[src/rtl/ppi_pkg.sv]
// Shared definitions for the PPI bus master and its control-word encoder.
package ppi_pkg;

  localparam int unsigned CNT_W  = 4;
  localparam int unsigned DATA_W = 8;
  localparam int unsigned ADDR_W = 2;
  localparam int unsigned OP_W   = 2;

  localparam logic [OP_W-1:0] OP_MODE_SET   = 2'b00;
  localparam logic [OP_W-1:0] OP_BSR        = 2'b01;
  localparam logic [OP_W-1:0] OP_WRITE_PORT = 2'b10;
  localparam logic [OP_W-1:0] OP_READ_PORT  = 2'b11;

  localparam logic [ADDR_W-1:0] ADDR_PA   = 2'b00;
  localparam logic [ADDR_W-1:0] ADDR_PB   = 2'b01;
  localparam logic [ADDR_W-1:0] ADDR_PC   = 2'b10;
  localparam logic [ADDR_W-1:0] ADDR_CTRL = 2'b11;

  localparam int unsigned CW_MODE_FLAG = 7;
  localparam int unsigned CW_PA_IN     = 4;
  localparam int unsigned CW_PCU_IN    = 3;
  localparam int unsigned CW_PB_IN     = 1;
  localparam int unsigned CW_PCL_IN    = 0;

  // Shadow / MODE_SET operand layout: {pa_in, pcu_in, pb_in, pcl_in}
  localparam int unsigned SH_PA  = 3;
  localparam int unsigned SH_PCU = 2;
  localparam int unsigned SH_PB  = 1;
  localparam int unsigned SH_PCL = 0;

  typedef enum logic [2:0] {
    ST_IDLE   = 3'd0,
    ST_SETUP  = 3'd1,
    ST_STROBE = 3'd2,
    ST_HOLD   = 3'd3,
    ST_DONE   = 3'd4,
    ST_ERR    = 3'd5
  } ppi_state_e;

endpackage

[src/rtl/ppi_cw_encode.sv]
// Combinational mapping of a command to the bus word and register address.
module ppi_cw_encode
  import ppi_pkg::*;
(
  input  logic [OP_W-1:0]   op_i,
  input  logic [ADDR_W-1:0] port_i,
  input  logic [DATA_W-1:0] data_i,
  output logic [DATA_W-1:0] cw_c,
  output logic [ADDR_W-1:0] addr_c
);

  // Group modes are fixed at 0; only the four direction bits are carried.
  always_comb begin
    cw_c   = '0;
    addr_c = ADDR_CTRL;
    unique case (op_i)
      OP_MODE_SET: begin
        cw_c[CW_MODE_FLAG] = 1'b1;
        cw_c[CW_PA_IN]     = data_i[SH_PA];
        cw_c[CW_PCU_IN]    = data_i[SH_PCU];
        cw_c[CW_PB_IN]     = data_i[SH_PB];
        cw_c[CW_PCL_IN]    = data_i[SH_PCL];
      end
      OP_BSR: begin
        cw_c[3:0] = data_i[3:0];
      end
      OP_WRITE_PORT: begin
        cw_c   = data_i;
        addr_c = port_i;
      end
      default: begin
        addr_c = port_i;
      end
    endcase
  end

endmodule

[src/rtl/ppi_bus_master.sv]
// CPU-side PPI initiator: encodes commands and runs timed CS/strobe bus cycles.
module ppi_bus_master
  import ppi_pkg::*;
#(
  parameter int unsigned SETUP_CYC = 1,
  parameter int unsigned PULSE_CYC = 2,
  parameter int unsigned HOLD_CYC  = 1
) (
  input  logic              clk,
  input  logic              rst,
  input  logic              cmd_valid,
  output logic              cmd_ready,
  input  logic [OP_W-1:0]   cmd_op,
  input  logic [ADDR_W-1:0] cmd_port,
  input  logic [DATA_W-1:0] cmd_data,
  output logic              rsp_valid,
  output logic              rsp_err,
  output logic [DATA_W-1:0] rsp_data,
  output logic              ppi_cs_n,
  output logic              ppi_rd_n,
  output logic              ppi_wr_n,
  output logic [ADDR_W-1:0] ppi_a,
  output logic [DATA_W-1:0] ppi_d_out,
  output logic              ppi_d_oe,
  input  logic [DATA_W-1:0] ppi_d_in
);

  localparam logic [CNT_W-1:0] SETUP_LOAD = CNT_W'(SETUP_CYC - 1);
  localparam logic [CNT_W-1:0] PULSE_LOAD = CNT_W'(PULSE_CYC - 1);
  localparam logic [CNT_W-1:0] HOLD_LOAD  = CNT_W'(HOLD_CYC - 1);

  ppi_state_e        state_q, state_d;
  logic [CNT_W-1:0]  cnt_q, cnt_d;
  logic [OP_W-1:0]   op_q, op_d;
  logic [3:0]        mode_q, mode_d;
  logic [3:0]        shadow_q, shadow_d;
  logic [DATA_W-1:0] rd_data_q, rd_data_d;

  logic              cs_n_q, cs_n_d;
  logic              rd_n_q, rd_n_d;
  logic              wr_n_q, wr_n_d;
  logic [ADDR_W-1:0] a_q, a_d;
  logic [DATA_W-1:0] d_out_q, d_out_d;
  logic              d_oe_q, d_oe_d;
  logic              rsp_valid_q, rsp_valid_d;
  logic              rsp_err_q, rsp_err_d;
  logic [DATA_W-1:0] rsp_data_q, rsp_data_d;
  logic              cmd_ready_q, cmd_ready_d;

  logic [DATA_W-1:0] enc_cw_c;
  logic [ADDR_W-1:0] enc_addr_c;
  logic              reject_c;
  logic              bus_active_c;

  ppi_cw_encode u_encode (
    .op_i   (cmd_op),
    .port_i (cmd_port),
    .data_i (cmd_data),
    .cw_c   (enc_cw_c),
    .addr_c (enc_addr_c)
  );

  // Commands refused without a bus cycle: bad port, or write to an input port.
  always_comb begin
    reject_c = 1'b0;
    if ((cmd_op == OP_WRITE_PORT || cmd_op == OP_READ_PORT) && cmd_port == ADDR_CTRL) begin
      reject_c = 1'b1;
    end
    if (cmd_op == OP_WRITE_PORT && cmd_port == ADDR_PA && shadow_q[SH_PA]) begin
      reject_c = 1'b1;
    end
    if (cmd_op == OP_WRITE_PORT && cmd_port == ADDR_PB && shadow_q[SH_PB]) begin
      reject_c = 1'b1;
    end
  end

  // Next state, counter, captured command and registered bus outputs.
  always_comb begin
    state_d   = state_q;
    cnt_d     = cnt_q;
    op_d      = op_q;
    mode_d    = mode_q;
    shadow_d  = shadow_q;
    rd_data_d = rd_data_q;
    a_d       = a_q;
    d_out_d   = d_out_q;

    unique case (state_q)
      ST_IDLE: begin
        if (cmd_valid) begin
          if (reject_c) begin
            state_d = ST_ERR;
          end else begin
            state_d = ST_SETUP;
            cnt_d   = SETUP_LOAD;
            op_d    = cmd_op;
            mode_d  = cmd_data[3:0];
            a_d     = enc_addr_c;
            d_out_d = enc_cw_c;
          end
        end
      end
      ST_SETUP: begin
        if (cnt_q == '0) begin
          state_d = ST_STROBE;
          cnt_d   = PULSE_LOAD;
        end else begin
          cnt_d = cnt_q - CNT_W'(1);
        end
      end
      ST_STROBE: begin
        if (cnt_q == '0) begin
          if (op_q == OP_READ_PORT) begin
            rd_data_d = ppi_d_in;
          end
          state_d = ST_HOLD;
          cnt_d   = HOLD_LOAD;
        end else begin
          cnt_d = cnt_q - CNT_W'(1);
        end
      end
      ST_HOLD: begin
        if (cnt_q == '0) begin
          state_d = ST_DONE;
          cnt_d   = '0;
        end else begin
          cnt_d = cnt_q - CNT_W'(1);
        end
      end
      ST_DONE: begin
        if (op_q == OP_MODE_SET) begin
          shadow_d = mode_q;
        end
        state_d = ST_IDLE;
      end
      ST_ERR: begin
        state_d = ST_IDLE;
      end
      default: begin
        state_d = ST_IDLE;
        cnt_d   = '0;
      end
    endcase

    // Outputs follow the state being entered so they are valid right after the edge.
    bus_active_c = (state_d == ST_SETUP) || (state_d == ST_STROBE) || (state_d == ST_HOLD);
    cs_n_d       = !bus_active_c;
    rd_n_d       = !(state_d == ST_STROBE && op_d == OP_READ_PORT);
    wr_n_d       = !(state_d == ST_STROBE && op_d != OP_READ_PORT);
    d_oe_d       = bus_active_c && (op_d != OP_READ_PORT);
    rsp_valid_d  = (state_d == ST_DONE) || (state_d == ST_ERR);
    rsp_err_d    = (state_d == ST_ERR);
    rsp_data_d   = (state_d == ST_DONE && op_d == OP_READ_PORT) ? rd_data_d : '0;
    cmd_ready_d  = (state_d == ST_IDLE);
  end

  // State and output registers with synchronous reset.
  always_ff @(posedge clk) begin
    if (rst) begin
      state_q     <= ST_IDLE;
      cnt_q       <= '0;
      op_q        <= OP_MODE_SET;
      mode_q      <= '0;
      shadow_q    <= 4'b1111;
      rd_data_q   <= '0;
      cs_n_q      <= 1'b1;
      rd_n_q      <= 1'b1;
      wr_n_q      <= 1'b1;
      a_q         <= '0;
      d_out_q     <= '0;
      d_oe_q      <= 1'b0;
      rsp_valid_q <= 1'b0;
      rsp_err_q   <= 1'b0;
      rsp_data_q  <= '0;
      cmd_ready_q <= 1'b1;
    end else begin
      state_q     <= state_d;
      cnt_q       <= cnt_d;
      op_q        <= op_d;
      mode_q      <= mode_d;
      shadow_q    <= shadow_d;
      rd_data_q   <= rd_data_d;
      cs_n_q      <= cs_n_d;
      rd_n_q      <= rd_n_d;
      wr_n_q      <= wr_n_d;
      a_q         <= a_d;
      d_out_q     <= d_out_d;
      d_oe_q      <= d_oe_d;
      rsp_valid_q <= rsp_valid_d;
      rsp_err_q   <= rsp_err_d;
      rsp_data_q  <= rsp_data_d;
      cmd_ready_q <= cmd_ready_d;
    end
  end

  assign cmd_ready = cmd_ready_q;
  assign rsp_valid = rsp_valid_q;
  assign rsp_err   = rsp_err_q;
  assign rsp_data  = rsp_data_q;
  assign ppi_cs_n  = cs_n_q;
  assign ppi_rd_n  = rd_n_q;
  assign ppi_wr_n  = wr_n_q;
  assign ppi_a     = a_q;
  assign ppi_d_out = d_out_q;
  assign ppi_d_oe  = d_oe_q;

endmodule

[config.mk]
export PLATFORM = sky130hd
export DESIGN_NAME = ppi_bus_master
export DESIGN_NICKNAME = d
export VERILOG_FILES = /design/src/rtl/ppi_pkg.sv /design/src/rtl/ppi_cw_encode.sv /design/src/rtl/ppi_bus_master.sv
export SDC_FILE = /design/constraint.sdc
export NUM_CORES = 1
export LEC_CHECK = 0
export CAP_MARGIN = 0
export CORE_ASPECT_RATIO = 2
export CORE_MARGIN = 10
export CORE_UTILIZATION = 48
export DETAILED_ROUTE_END_ITERATION = 16
export PLACE_DENSITY_LB_ADDON = 0.25
export REMOVE_ABC_BUFFERS = 1
export SYNTH_ARGS = -nofsm -noshare
export SYNTH_HDL_FRONTEND = slang
export SYNTH_SLANG_ARGS = --single-unit
[constraint.sdc]
create_clock -name clk -period 2.4 [get_ports clk]
set_input_delay 0.48 -clock clk [delete_from_list [all_inputs] [get_ports clk]]
set_output_delay 0.48 -clock clk [all_outputs]
set_load 0.1 [all_outputs]
[Word-level counts from Yosys, hierarchy flattened]
Index checks and enable logic that the tools add are counted.
W data, S select, Z words.
Word-level totals
  register bits: 50
  latch bits: 0
  memory bits (writable): 0
  ROM bits: 0
  output and inout bits: 25
  logic and storage cells: 98
  memories kept: 0
Cells by class
  $add $sub $neg: 1
  multipliers: 0
  div/mod/pow operators: 0
  order comparisons: 0
  equality and inequality tests: 20
  shifts and indexed selects: 0
  muxes and demuxes: 27
  bitwise gates (word level): 3
  reductions and logical operators: 31
Operators by type and width (count)
  $mux W8: 3
  $mux W4: 4
  $pmux W4 S4: 1
  $mux W3: 5
  $eq A3 B2 Y1 const B: 4
  $eq A3 B3 Y1 const B: 4
  $mux W2: 6
  $pmux W3 S4: 1
  $eq A2 B2 Y1 const B: 5
  $reduce_or A2 Y1: 5
  $logic_and A1 B1 Y1: 9
  $eq A3 B1 Y1 const B: 2
  $logic_not A2 Y1: 3
  $logic_not A3 Y1: 2
  $ne A2 B2 Y1 const B: 3
  $pmux W1 S2: 3
  $reduce_and A3 Y1: 2
  $eq A2 B1 Y1 const B: 2
  $logic_not A4 Y1: 1
  $logic_or A1 B1 Y1: 4
  $mux W1: 4
  $sub A4 B1 Y4 const B: 1
  $logic_not A1 Y1: 3
  $not A1 Y1: 3
  2 further kinds: 2

[Logic depth before layout (Yosys ltp)]
Gate-level depths: netlist of run 1.
  depth after elaboration: 13
  gate-level depth with buffers: 8

[By module]
Synthesis of run 1 repeated with hierarchy kept, for this count alone.
Unflattened totals
  cell total of the unflattened synthesis: 215
  area total of the unflattened synthesis: 2055.7 um2
Modules (own cells, without submodules)
  ppi_bus_master: times used 1, cells an instance 198, area each 1924.3 um2, seq. area each 920.9 um2
  ppi_cw_encode: times used 1, cells an instance 17, area each 131.4 um2, seq. area each 0.0 um2

[Least setup slack after synthesis of run 1]
OpenSTA, ideal clock, no wires.
  path kind: in2reg
  from: in cmd_op[0]
  to: reg rsp_data_q[7], in the netlist rsp_data[7]
  library setup time: 73 ps
  arrival time: 1815 ps
  data required time: 2327 ps
  path slack: 512 ps
  cell stages on the path: 7
  path buffers: 1
  path through: inv_1 > ha_1 > nand4bb_1 > and4_1 > buf_6 > mux2_4 > nor3_4
On the way
  word-level cells in the longest chain between the ends: 13
Ends and longest elaborated chain
  start, declared: RTL line ppi_bus_master.sv:13  | input logic [OP_W-1:0] cmd_op,
  $eq A2 B2 Y1 (on tied branches): RTL line ppi_bus_master.sv:66, ppi_bus_master.sv:69, ppi_bus_master.sv:72
  $logic_or A1 B1 Y1: RTL line ppi_bus_master.sv:66  | if ((cmd_op == OP_WRITE_PORT || cmd_op == OP_READ_PORT) && cmd_port == ADDR_CTRL) begin
  $logic_and A1 B1 Y1: RTL line ppi_bus_master.sv:66
  $mux W1: RTL line ppi_bus_master.sv:66
  $mux W1: RTL line ppi_bus_master.sv:69  | if (cmd_op == OP_WRITE_PORT && cmd_port == ADDR_PA && shadow_q[SH_PA]) begin
  $mux W1: RTL line ppi_bus_master.sv:72  | if (cmd_op == OP_WRITE_PORT && cmd_port == ADDR_PB && shadow_q[SH_PB]) begin
  $mux W3 or $mux W2 (tied branches): RTL line ppi_bus_master.sv:91  | if (reject_c) begin
  $mux W3 or $mux W2 (tied branches): RTL line ppi_bus_master.sv:90  | if (cmd_valid) begin
  $pmux W3 S4 or $mux W2 (tied branches): RTL line ppi_bus_master.sv:88  | unique case (state_q)
  $eq A3 B3 Y1 or $eq A2 B2 Y1 (tied branches): RTL line ppi_bus_master.sv:153  | rsp_data_d = (state_d == ST_DONE && op_d == OP_READ_PORT) ? rd_data_d : '0;
  $logic_and A1 B1 Y1 *: RTL line ppi_bus_master.sv:153
  $not A1 Y1 (no line) *
  $reduce_or A2 Y1 (no line) *
  end signal, assigned: RTL line ppi_bus_master.sv:191  | rsp_data_q <= rsp_data_d;
  end, declared: RTL line ppi_bus_master.sv:47  | logic [DATA_W-1:0] rsp_data_q, rsp_data_d;
Every way passes the cells marked *; elsewhere a longest branch is shown, timed or not.
A chain may end at the register's enable or synchronous reset.

[Worst setup path after layout of run 1]
Same ends and word-level chain as after synthesis.

==> qor.txt, run 1 <==
Status: completed
Global routing usage on met2: 24.15%
CTS resizes: 0
Final hold violation count: 0
Die area: 7095 sq um
Clock net sink count: 46
Placed cells: 301
Hold path depth: 2
Top cells by count, synth: 46 x dfxtp_1, 20 x nor2_1, 19 x nand2_1
Residual DRC: 0
Diodes inserted: 0
Fin crit period: 2079 ps
Crit-path slowest cell: clkdlybuf4s50_1
Number of flops mapped to enable cells by yosys: 0
Clock transition at the registers of the reported paths: 80 ps
Initial antenna violation count: 0
XOR/XNOR share of the synthesized area: 0.4551%
Std-Cell Core Area: 3884 sq um
Final core occ: 64.92%
FF-to-FF Start: cnt_q[0]$_SDFFE_PP0P_
YS warnings: 0
Max Fanout on Critical Path: 9
Worst path top cell family by delay: buffers and inverters
GRT Max-Usage Layer: met2
Crit path largest cell delay: 470 ps
Clock Latency Late Sink: 290 ps
Cell area after synthesis: 1924 sq um
Setup repair bufs after CTS: 0
Gp weighted congestion: 0.8340
DR iter-0 viols: 25
Average cell area after synthesis: 9.480 sq um
GR Util All Layers: 12.52%
Routed via count: 1,586
H-tree levels: 2
IO Pins: 48
Fill cell count: 349
Final Cycle Share: 86.61%
I/O Buffers: 47
Adder-cell area share of the yosys netlist: 3.901%
Mux contribution to synthesized area: 5.462%
RSZ-0062 raised after global routing: false
Synth area leader: dfxtp_1
R2R Setup Slk: 350 ps
Layout area overhead: 31.01%
Layout cells sized above 1: 22.48%
Buffers plus inverters on the worst setup path: 2
Worst Path Arrival: 2300 ps
Min-delay worst type: register to register
Root Buffer: clkbuf_8
Routed wire per std cell: 14.32 um
CTS tree: yes
Top-count cell post-synth: dfxtp_1
Final wirelength: 4425 um
Die Wd: 64.77 um
Largest net degree at the start of global routing: 16
Max Clock Skew: 5.030 ps
Crit path capture type: register
Gr ovfl total: 0
Starting Density: 49.55%
Met1 GRT Util: 12.03%
Slew @ Worst Pin: 483.9 ps
Total power: 2.546 mW
Via density: 5.133
Seq cells post-synth: 46
Num CTS Buffers: 5
Worst VDD drop: 0.6826 mV
CP required: 2620 ps
Finished Layout Cells: 309
First-pass GRT wire length: 7327 um
Crit start category: input port
Fmax: 481.1 MHz
Unique masters post-synth: 46
Critical path type: input port to register
Clk buf depth: 2
DP Wirelength: 3609 um
RR Endpoint: rsp_data[7]$_SDFF_PP0_
Met3 GRT Util: 3.364%
Vias in the first global route: 1,653
Max Transition Viols Final: 0
Leakage: 1.030 nW
Depth of the most critical reg-to-reg path: 6
Max-cap violations: 0
Row count: 32
Main combinational cell family by area after synthesis: simple AND/OR/NAND/NOR gates
Post-synthesis simple-gate area fraction: 27.18%
Final count of negative-setup-slack endpoints: 0
Top post-synthesis cells by area: dfxtp_1 48%, mux2i_1 4.7%, a21oi_1 3.9%, ha_1 3.9%, nor2_1 3.9%
Final ANT Viol Nets: 0
Hold Crit Endpoint: ppi_d_out[1]$_SDFFE_PP0P_
Post-synthesis sequential area ratio: 47.85%
Min-Delay Startpoint: ppi_d_out[1]$_SDFFE_PP0P_
Die H: 109.5 um
Relative slew slack: 67.74%
Post-cts hold buffer count: 0
First-pass iteration count of the detailed router: 4
Setup TNS: 0 ps
Critical-path cell list: clkdlybuf4s50_1, inv_1, ha_1, o211ai_1, and4_1, mux2_4, nor3_4
Synth Instances: 203
Top cell type's share of synthesized area: 47.85%
Async set-reset flop share out of synthesis: 0%
Ys flop type: dfxtp_1
Synth Area in Compound Gates: 10.40%
Nets@finish: 286
PD cells: 1010 nW/um^2
Min Hold Slack: 455.6 ps
## logic make-up (layout without fill, tap and decap cells)
family,Yosys count,in the layout
xor gates and xnor gates,1,1
buffers and inverters,19,74
DFF,46,46
adders and majority gates,6,6
and+or+nand+nor,90,90
AOI/OAI and AO/OA,31,31
muxes,10,10
## area by class of cell
| cell class | instances | area [sq um] | area share, % |
|---|---|---|---|
| clock buffers | 7 | 86.33 | 3.424 |
| clock inverters | 1 | 5.005 | 0.1985 |
| well taps | 51 | 63.81 | 2.531 |
| flip-flops and latches | 46 | 920.9 | 36.53 |
| inverters | 8 | 30.03 | 1.191 |
| multi-input cells | 138 | 912.1 | 36.18 |
| repair buffers | 58 | 503.0 | 19.95 |
## registers in the layout, indices dropped and copies added, names as in the netlist, 3 cells and up
| signal | flops |
|---|---|
| cnt_q | 4 |
| rsp_data | 8 |
| ppi_d_out | 8 |
| state_q | 3 |
| rd_data_q | 8 |
## placed cells by master, fill, tap and decap left out, types with 2 or more instances in the layout
master	count
dfxtp_1	46
clkdlybuf4s50_1	22
a21oi_1	15
or4_1	2
inv_1	7
a211oi_1	3
nor3_2	7
a211o_1	2
ha_1	6
nand4_1	2
nand3_1	11
nor3_1	7
nor2b_1	2
mux2i_1	9
nand3b_1	4
nor2_1	20
nand2_1	19
a31oi_1	2
nor4_1	4
buf_4	35
clkbuf_8	6
## metrics by stage
stage | worst slack, ps | instance area (sq um)
floorplan | 360.1 | 1863
global placement | 79.80 | 2430
detailed placement | 27.57 | 2430
CTS | 326.3 | 2521
global route | 189.4 | 2521
finish | 321.3 | 2521
## layer usage
| layer | routed length [um] | share of wire [%] | up-vias |
|---|---|---|---|
| met4 | 73 | 1.6 | 0 |
| met2 | 2411 | 54 | 40 |
| li1 | - | - | 823 |
| met5 | 0 | 0 | - |
| met3 | 215 | 4.9 | 6 |
| met1 | 1725 | 39 | 717 |
## tightest hold or removal path, cell delays in order, from the launching register on
cell and delay, ps:
dfxtp_1 320, nand2_1 50, a21oi_1 50
## power by group
group	switching, mW	internal (mW)	leakage [nW]
clock	0.232	0.232	0.0482
sequential	0.0897	0.871	0.374
combinational	0.776	0.345	0.607
total	1.10	1.45	1.03
## worst max path at each step
stage | startpoint | end | slack, ps | cells past startpoint
after floorplan | cmd_op[0] | rsp_data[7]$_SDFF_PP0_ | 360 | 6
after CTS | cmd_op[0] | rsp_data[7]$_SDFF_PP0_ | 330 | 7
after global routing | cmd_op[0] | ppi_a[1]$_SDFFE_PP0P_ | 190 | 8
final | cmd_op[0] | rsp_data[7]$_SDFF_PP0_ | 320 | 7
after detailed placement | cmd_op[0] | rsp_data[7]$_SDFF_PP0_ | 30 | 7
after global placement | cmd_op[0] | rsp_data[7]$_SDFF_PP0_ | 80 | 7
Note: power is estimated with default switching activity, not from simulation.
==> inputs of run 2 (changes only) <==
--- a/config.mk
+++ b/config.mk
@@ -7,7 +7,6 @@
 export LEC_CHECK = 0
 export CAP_MARGIN = 0
 export CORE_ASPECT_RATIO = 2
-export CORE_MARGIN = 10
 export CORE_UTILIZATION = 48
 export DETAILED_ROUTE_END_ITERATION = 16
 export PLACE_DENSITY_LB_ADDON = 0.25
==> run 2 against run 1 <==
Clock power up 20%. Largest power group unchanged. Global-route usage rose by 9.6 points. Core utilization rose by 0.84 points. Power grew 3.0%. Sequential power hardly changed. Critical path type unchanged. Critical endpoint unchanged. Sequential share of layout area down 0.090 points. Combinational power hardly changed. Worst setup slack got worse by 110 ps.
==> qor.txt, run 2 (synthesized netlist as in run 1, its figures left out) <==
CTS tree: yes
GR Util All Layers: 22.08%
Worst Path Arrival: 2400 ps
Depth of the most critical reg-to-reg path: 6
Most frequent cells in the layout: 46 x dfxtp_1, 36 x buf_4, 22 x clkdlybuf4s50_1, 20 x nor2_1, 19 x nand2_1
Most common cell after layout, fill and taps aside: dfxtp_1
Num CTS Buffers: 5
RSZ-0062 raised after global routing: false
First-pass GRT wire length: 7044 um
Final WS setup: 215.4 ps
Diodes inserted: 0
Worst VDD drop: 0.6581 mV
Fill cell count: 362
Final hold violation count: 0
Post-cts hold buffer count: 0
Min-Delay Startpoint: ppi_d_out[2]$_SDFFE_PP0P_
Gr ovfl total: 0
Routed wire per std cell: 13.61 um
IO Pins: 48
Residual DRC: 0
DR iter-0 viols: 20
FF-to-FF Start: cnt_q[0]$_SDFFE_PP0P_
Vias in the first global route: 1,581
Final wirelength: 4207 um
Pre-CTS setup slack: -63.61 ps
I/O Buffers: 47
Final count of negative-setup-slack endpoints: 0
Fmax: 457.7 MHz
Final Cycle Share: 91.03%
Root Buffer: clkbuf_8
Final ANT Viol Nets: 0
H-tree levels: 2
Nets@finish: 286
Die H: 91.54 um
Starting Density: 50.07%
First-pass iteration count of the detailed router: 4
Row count: 32
Die area: 4281 sq um
Leakage: 1.026 nW
CP required: 2620 ps
Largest net degree at the start of global routing: 19
Max Fanout on Critical Path: 9
Min-delay worst type: register to register
DP Wirelength: 3269 um
Die Wd: 46.77 um
Routed via count: 1,631
Setup TNS: 0 ps
CTS resizes: 0
Clock Latency Late Sink: 300 ps
Gp weighted congestion: 0.8115
Critical path type: input port to register
Clk buf depth: 2
Initial antenna violation count: 0
Max Clock Skew: 9.669 ps
Hold path depth: 2
Min Hold Slack: 454.3 ps
Setup repair bufs after CTS: 0
Max-cap violations: 0
Layout area overhead: 31.34%
Via density: 5.278
Crit path capture type: register
PD cells: 1038 nW/um^2
Hold Crit Endpoint: ppi_d_out[2]$_SDFFE_PP0P_
R2R Setup Slk: 380 ps
Slew @ Worst Pin: 492.7 ps
Total power: 2.623 mW
Crit start category: input port
Layout cells sized above 1: 22.48%
Clock net sink count: 46
RR Endpoint: rsp_data[7]$_SDFF_PP0_
Clock transition at the registers of the reported paths: 90 ps
Fin crit period: 2185 ps
Relative slew slack: 67.11%
Std-Cell Core Area: 3844 sq um
Status: completed
Max Transition Viols Final: 0
run 2: critical path, stage by stage:
cell             delay [ps]
clkdlybuf4s50_1         560
inv_1                   100
ha_1                    250
o211ai_1                140
and4_1                  310
mux2_4                  390
nor3_4                  180
run 2: metal layers:
| layer | vias up | global-route usage [%] | share of wire, % |
|---|---|---|---|
| li1 | 823 | - | - |
| met1 | 745 | 24.16 | 37 |
| met2 | 52 | 39.24 | 57 |
| met3 | 11 | 3.181 | 3.2 |
| met4 | 0 | 8.810 | 3.0 |
| met5 | - | 0 | 0 |
run 2: layout make-up:
type	count	area [sq um]	area share [%]
flip-flops and latches	46	920.9	36.44
multi-input cells	138	912.1	36.09
repair buffers	58	490.5	19.41
clock buffers	6	72.57	2.871
well taps	51	63.81	2.525
clock inverters	2	37.54	1.485
inverters	8	30.03	1.188
run 2: through the flow:
stage,util (%),std cells,instance area (sq um)
after floorplan,-,192,1863
after global placement,62.89,301,2417
after detailed placement,62.89,301,2417
after CTS,65.76,309,2527
after global routing,65.76,309,2527
final,65.76,309,2527
run 2: how the worst max path moves through the flow:
stage / startpoint / to / slack, ps / cells past startpoint
final: cmd_op[0] / rsp_data[7]$_SDFF_PP0_ / 220 / 7
after floorplan: cmd_op[0] / rsp_data[7]$_SDFF_PP0_ / 360 / 6
after global routing: cmd_op[0] / rsp_data[0]$_SDFF_PP0_ / 90 / 7
after CTS: cmd_op[0] / rsp_data[7]$_SDFF_PP0_ / 220 / 7
after global placement: cmd_op[0] / rsp_data[7]$_SDFF_PP0_ / -8 / 7
after detailed placement: cmd_op[0] / rsp_data[7]$_SDFF_PP0_ / -60 / 7
run 2: power breakdown:
group | switching (mW) | total, mW | leakage (nW) | internal, mW
Clock | 0.249 | 0.560 | 0.0514 | 0.311
Sequential | 0.0920 | 0.963 | 0.374 | 0.871
Combinational | 0.768 | 1.10 | 0.601 | 0.332
==> inputs of run 3 (changes only) <==
--- a/config.mk
+++ b/config.mk
@@ -5,10 +5,14 @@
 export SDC_FILE = /design/constraint.sdc
 export NUM_CORES = 1
 export LEC_CHECK = 0
+export ABC_AREA = 0
 export CAP_MARGIN = 0
+export CELL_PAD_IN_SITES_DETAIL_PLACEMENT = 0
+export CELL_PAD_IN_SITES_GLOBAL_PLACEMENT = 1
 export CORE_ASPECT_RATIO = 2
-export CORE_UTILIZATION = 48
+export CORE_UTILIZATION = 36
 export DETAILED_ROUTE_END_ITERATION = 16
+export MAX_ROUTING_LAYER = met4
 export PLACE_DENSITY_LB_ADDON = 0.25
 export REMOVE_ABC_BUFFERS = 1
 export SYNTH_ARGS = -nofsm -noshare
==> run 3 against run 2 <==
Sequential cell count unchanged. Wire length up 5.1%. Critical path depth unchanged. Die area up 32%. Sequential power down 0.4%. Maximum frequency up 4.3%. First-iteration DRC count up 30%. Clock power up 23%. Global-route usage down 4.5 points. Clock skew down 6.5 ps. Highest routed layer unchanged.
==> qor.txt, run 3 (synthesized netlist as in run 1, its figures left out) <==
Critical path type: input port to register
CTS resizes: 0
Setup TNS: 0 ps
Largest net degree at the start of global routing: 26
I/O Buffers: 47
Fmax: 477.4 MHz
Total power: 2.759 mW
Depth of the most critical reg-to-reg path: 6
Setup repair bufs after CTS: 0
First-pass GRT wire length: 7210 um
Clock Latency Late Sink: 290 ps
Via density: 5.091
Leakage: 1.053 nW
Slew @ Worst Pin: 466.9 ps
IO Pins: 48
Crit start category: input port
CP required: 2620 ps
Gp weighted congestion: 0.8010
PD cells: 1071 nW/um^2
Final Cycle Share: 87.27%
Row count: 37
GRT Max-Usage Layer: met2
H-tree levels: 2
Global routing usage on met2: 29.89%
Final count of negative-setup-slack endpoints: 0
Met1 GRT Util: 18.60%
Diodes inserted: 0
Worst VDD drop: 0.7342 mV
Final wirelength: 4420 um
Fin area: 2576 sq um
Starting Density: 37.45%
Layout cells sized above 1: 23.17%
Post-cts hold buffer count: 0
Max Transition Viols Final: 0
Initial antenna violation count: 0
Clock net sink count: 46
Layout area overhead: 33.88%
Final ANT Viol Nets: 0
Most frequent cells in the layout: 46 x dfxtp_1, 37 x buf_4, 22 x clkdlybuf4s50_1, 20 x nor2_1, 19 x nand2_1
Fin crit period: 2095 ps
Routed via count: 1,614
Num CTS Buffers: 5
Die Wd: 53.70 um
Post-DP Area: 2434 sq um
Clock transition at the registers of the reported paths: 80 ps
Hold path depth: 2
Clk buf depth: 2
Max Clock Skew: 3.146 ps
Max Fanout on Critical Path: 9
DR iter-0 viols: 26
Routed wire per std cell: 13.94 um
Die area: 5660 sq um
Vias in the first global route: 1,579
Nets@finish: 287
Std-Cell Core Area: 5139 sq um
DP Wirelength: 3444 um
Crit path capture type: register
GR Util All Layers: 17.60%
Die H: 105.4 um
Status: completed
Root Buffer: clkbuf_8
Gr ovfl total: 0
Min Hold Slack: 458.5 ps
Met3 GRT Util: 2.597%
CTS tree: yes
Min-delay worst type: register to register
Relative slew slack: 68.76%
Residual DRC: 0
Most common cell after layout, fill and taps aside: dfxtp_1
First-pass iteration count of the detailed router: 4
Max-cap violations: 0
RSZ-0062 raised after global routing: false
Worst Path Arrival: 2310 ps
Final hold violation count: 0
[run 3: per-stage QoR]
step	utilization (%)	cells	setup slack [ps]
after global placement	47.36	309	59.27
after global routing	50.13	317	165.3
after floorplan	-	192	360.1
after CTS	50.13	317	316.6
after detailed placement	47.36	309	15.95
final	50.13	317	305.5
[run 3: critical path, stage by stage]
cell and delay [ps]:
clkdlybuf4s50_1 470, inv_1 60, ha_1 220, o211ai_1 160, and4_1 320, mux2_4 400
nor3_4 190
[run 3: worst paths after layout]
path / from / endpoint / slack, ps
hold / removal: ppi_d_out[3]$_SDFFE_PP0P_ / ppi_d_out[3]$_SDFFE_PP0P_ / 460
hold reg to reg: ppi_d_out[3]$_SDFFE_PP0P_ / ppi_d_out[3]$_SDFFE_PP0P_ / 460
setup / recovery: cmd_op[0] / rsp_data[7]$_SDFF_PP0_ / 310
setup reg to reg: cnt_q[0]$_SDFFE_PP0P_ / rsp_data[7]$_SDFF_PP0_ / 360
[run 3: layout make-up]
class | instances | area [sq um]
clock buffer | 6 | 82.58
clock inverter | 2 | 60.06
fill | 517 | 2562
inverter | 8 | 30.03
multi-input combinational | 138 | 912.1
sequential | 46 | 920.9
tap | 58 | 72.57
timing repair buffer | 59 | 498.0
[run 3: power breakdown]
| part | switching (mW) | total [mW] | internal, mW |
|---|---|---|---|
| clock network | 0.247 | 0.691 | 0.444 |
| registers | 0.0881 | 0.959 | 0.871 |
| logic | 0.773 | 1.11 | 0.336 |
[run 3: routing by layer]
layer	wire length, um	share of wire, %	vias to the layer above
li1	-	-	822
met1	1684	38	732
met2	2455	56	51
met3	149	3.4	9
met4	130	2.9	0
met5	0	0	-
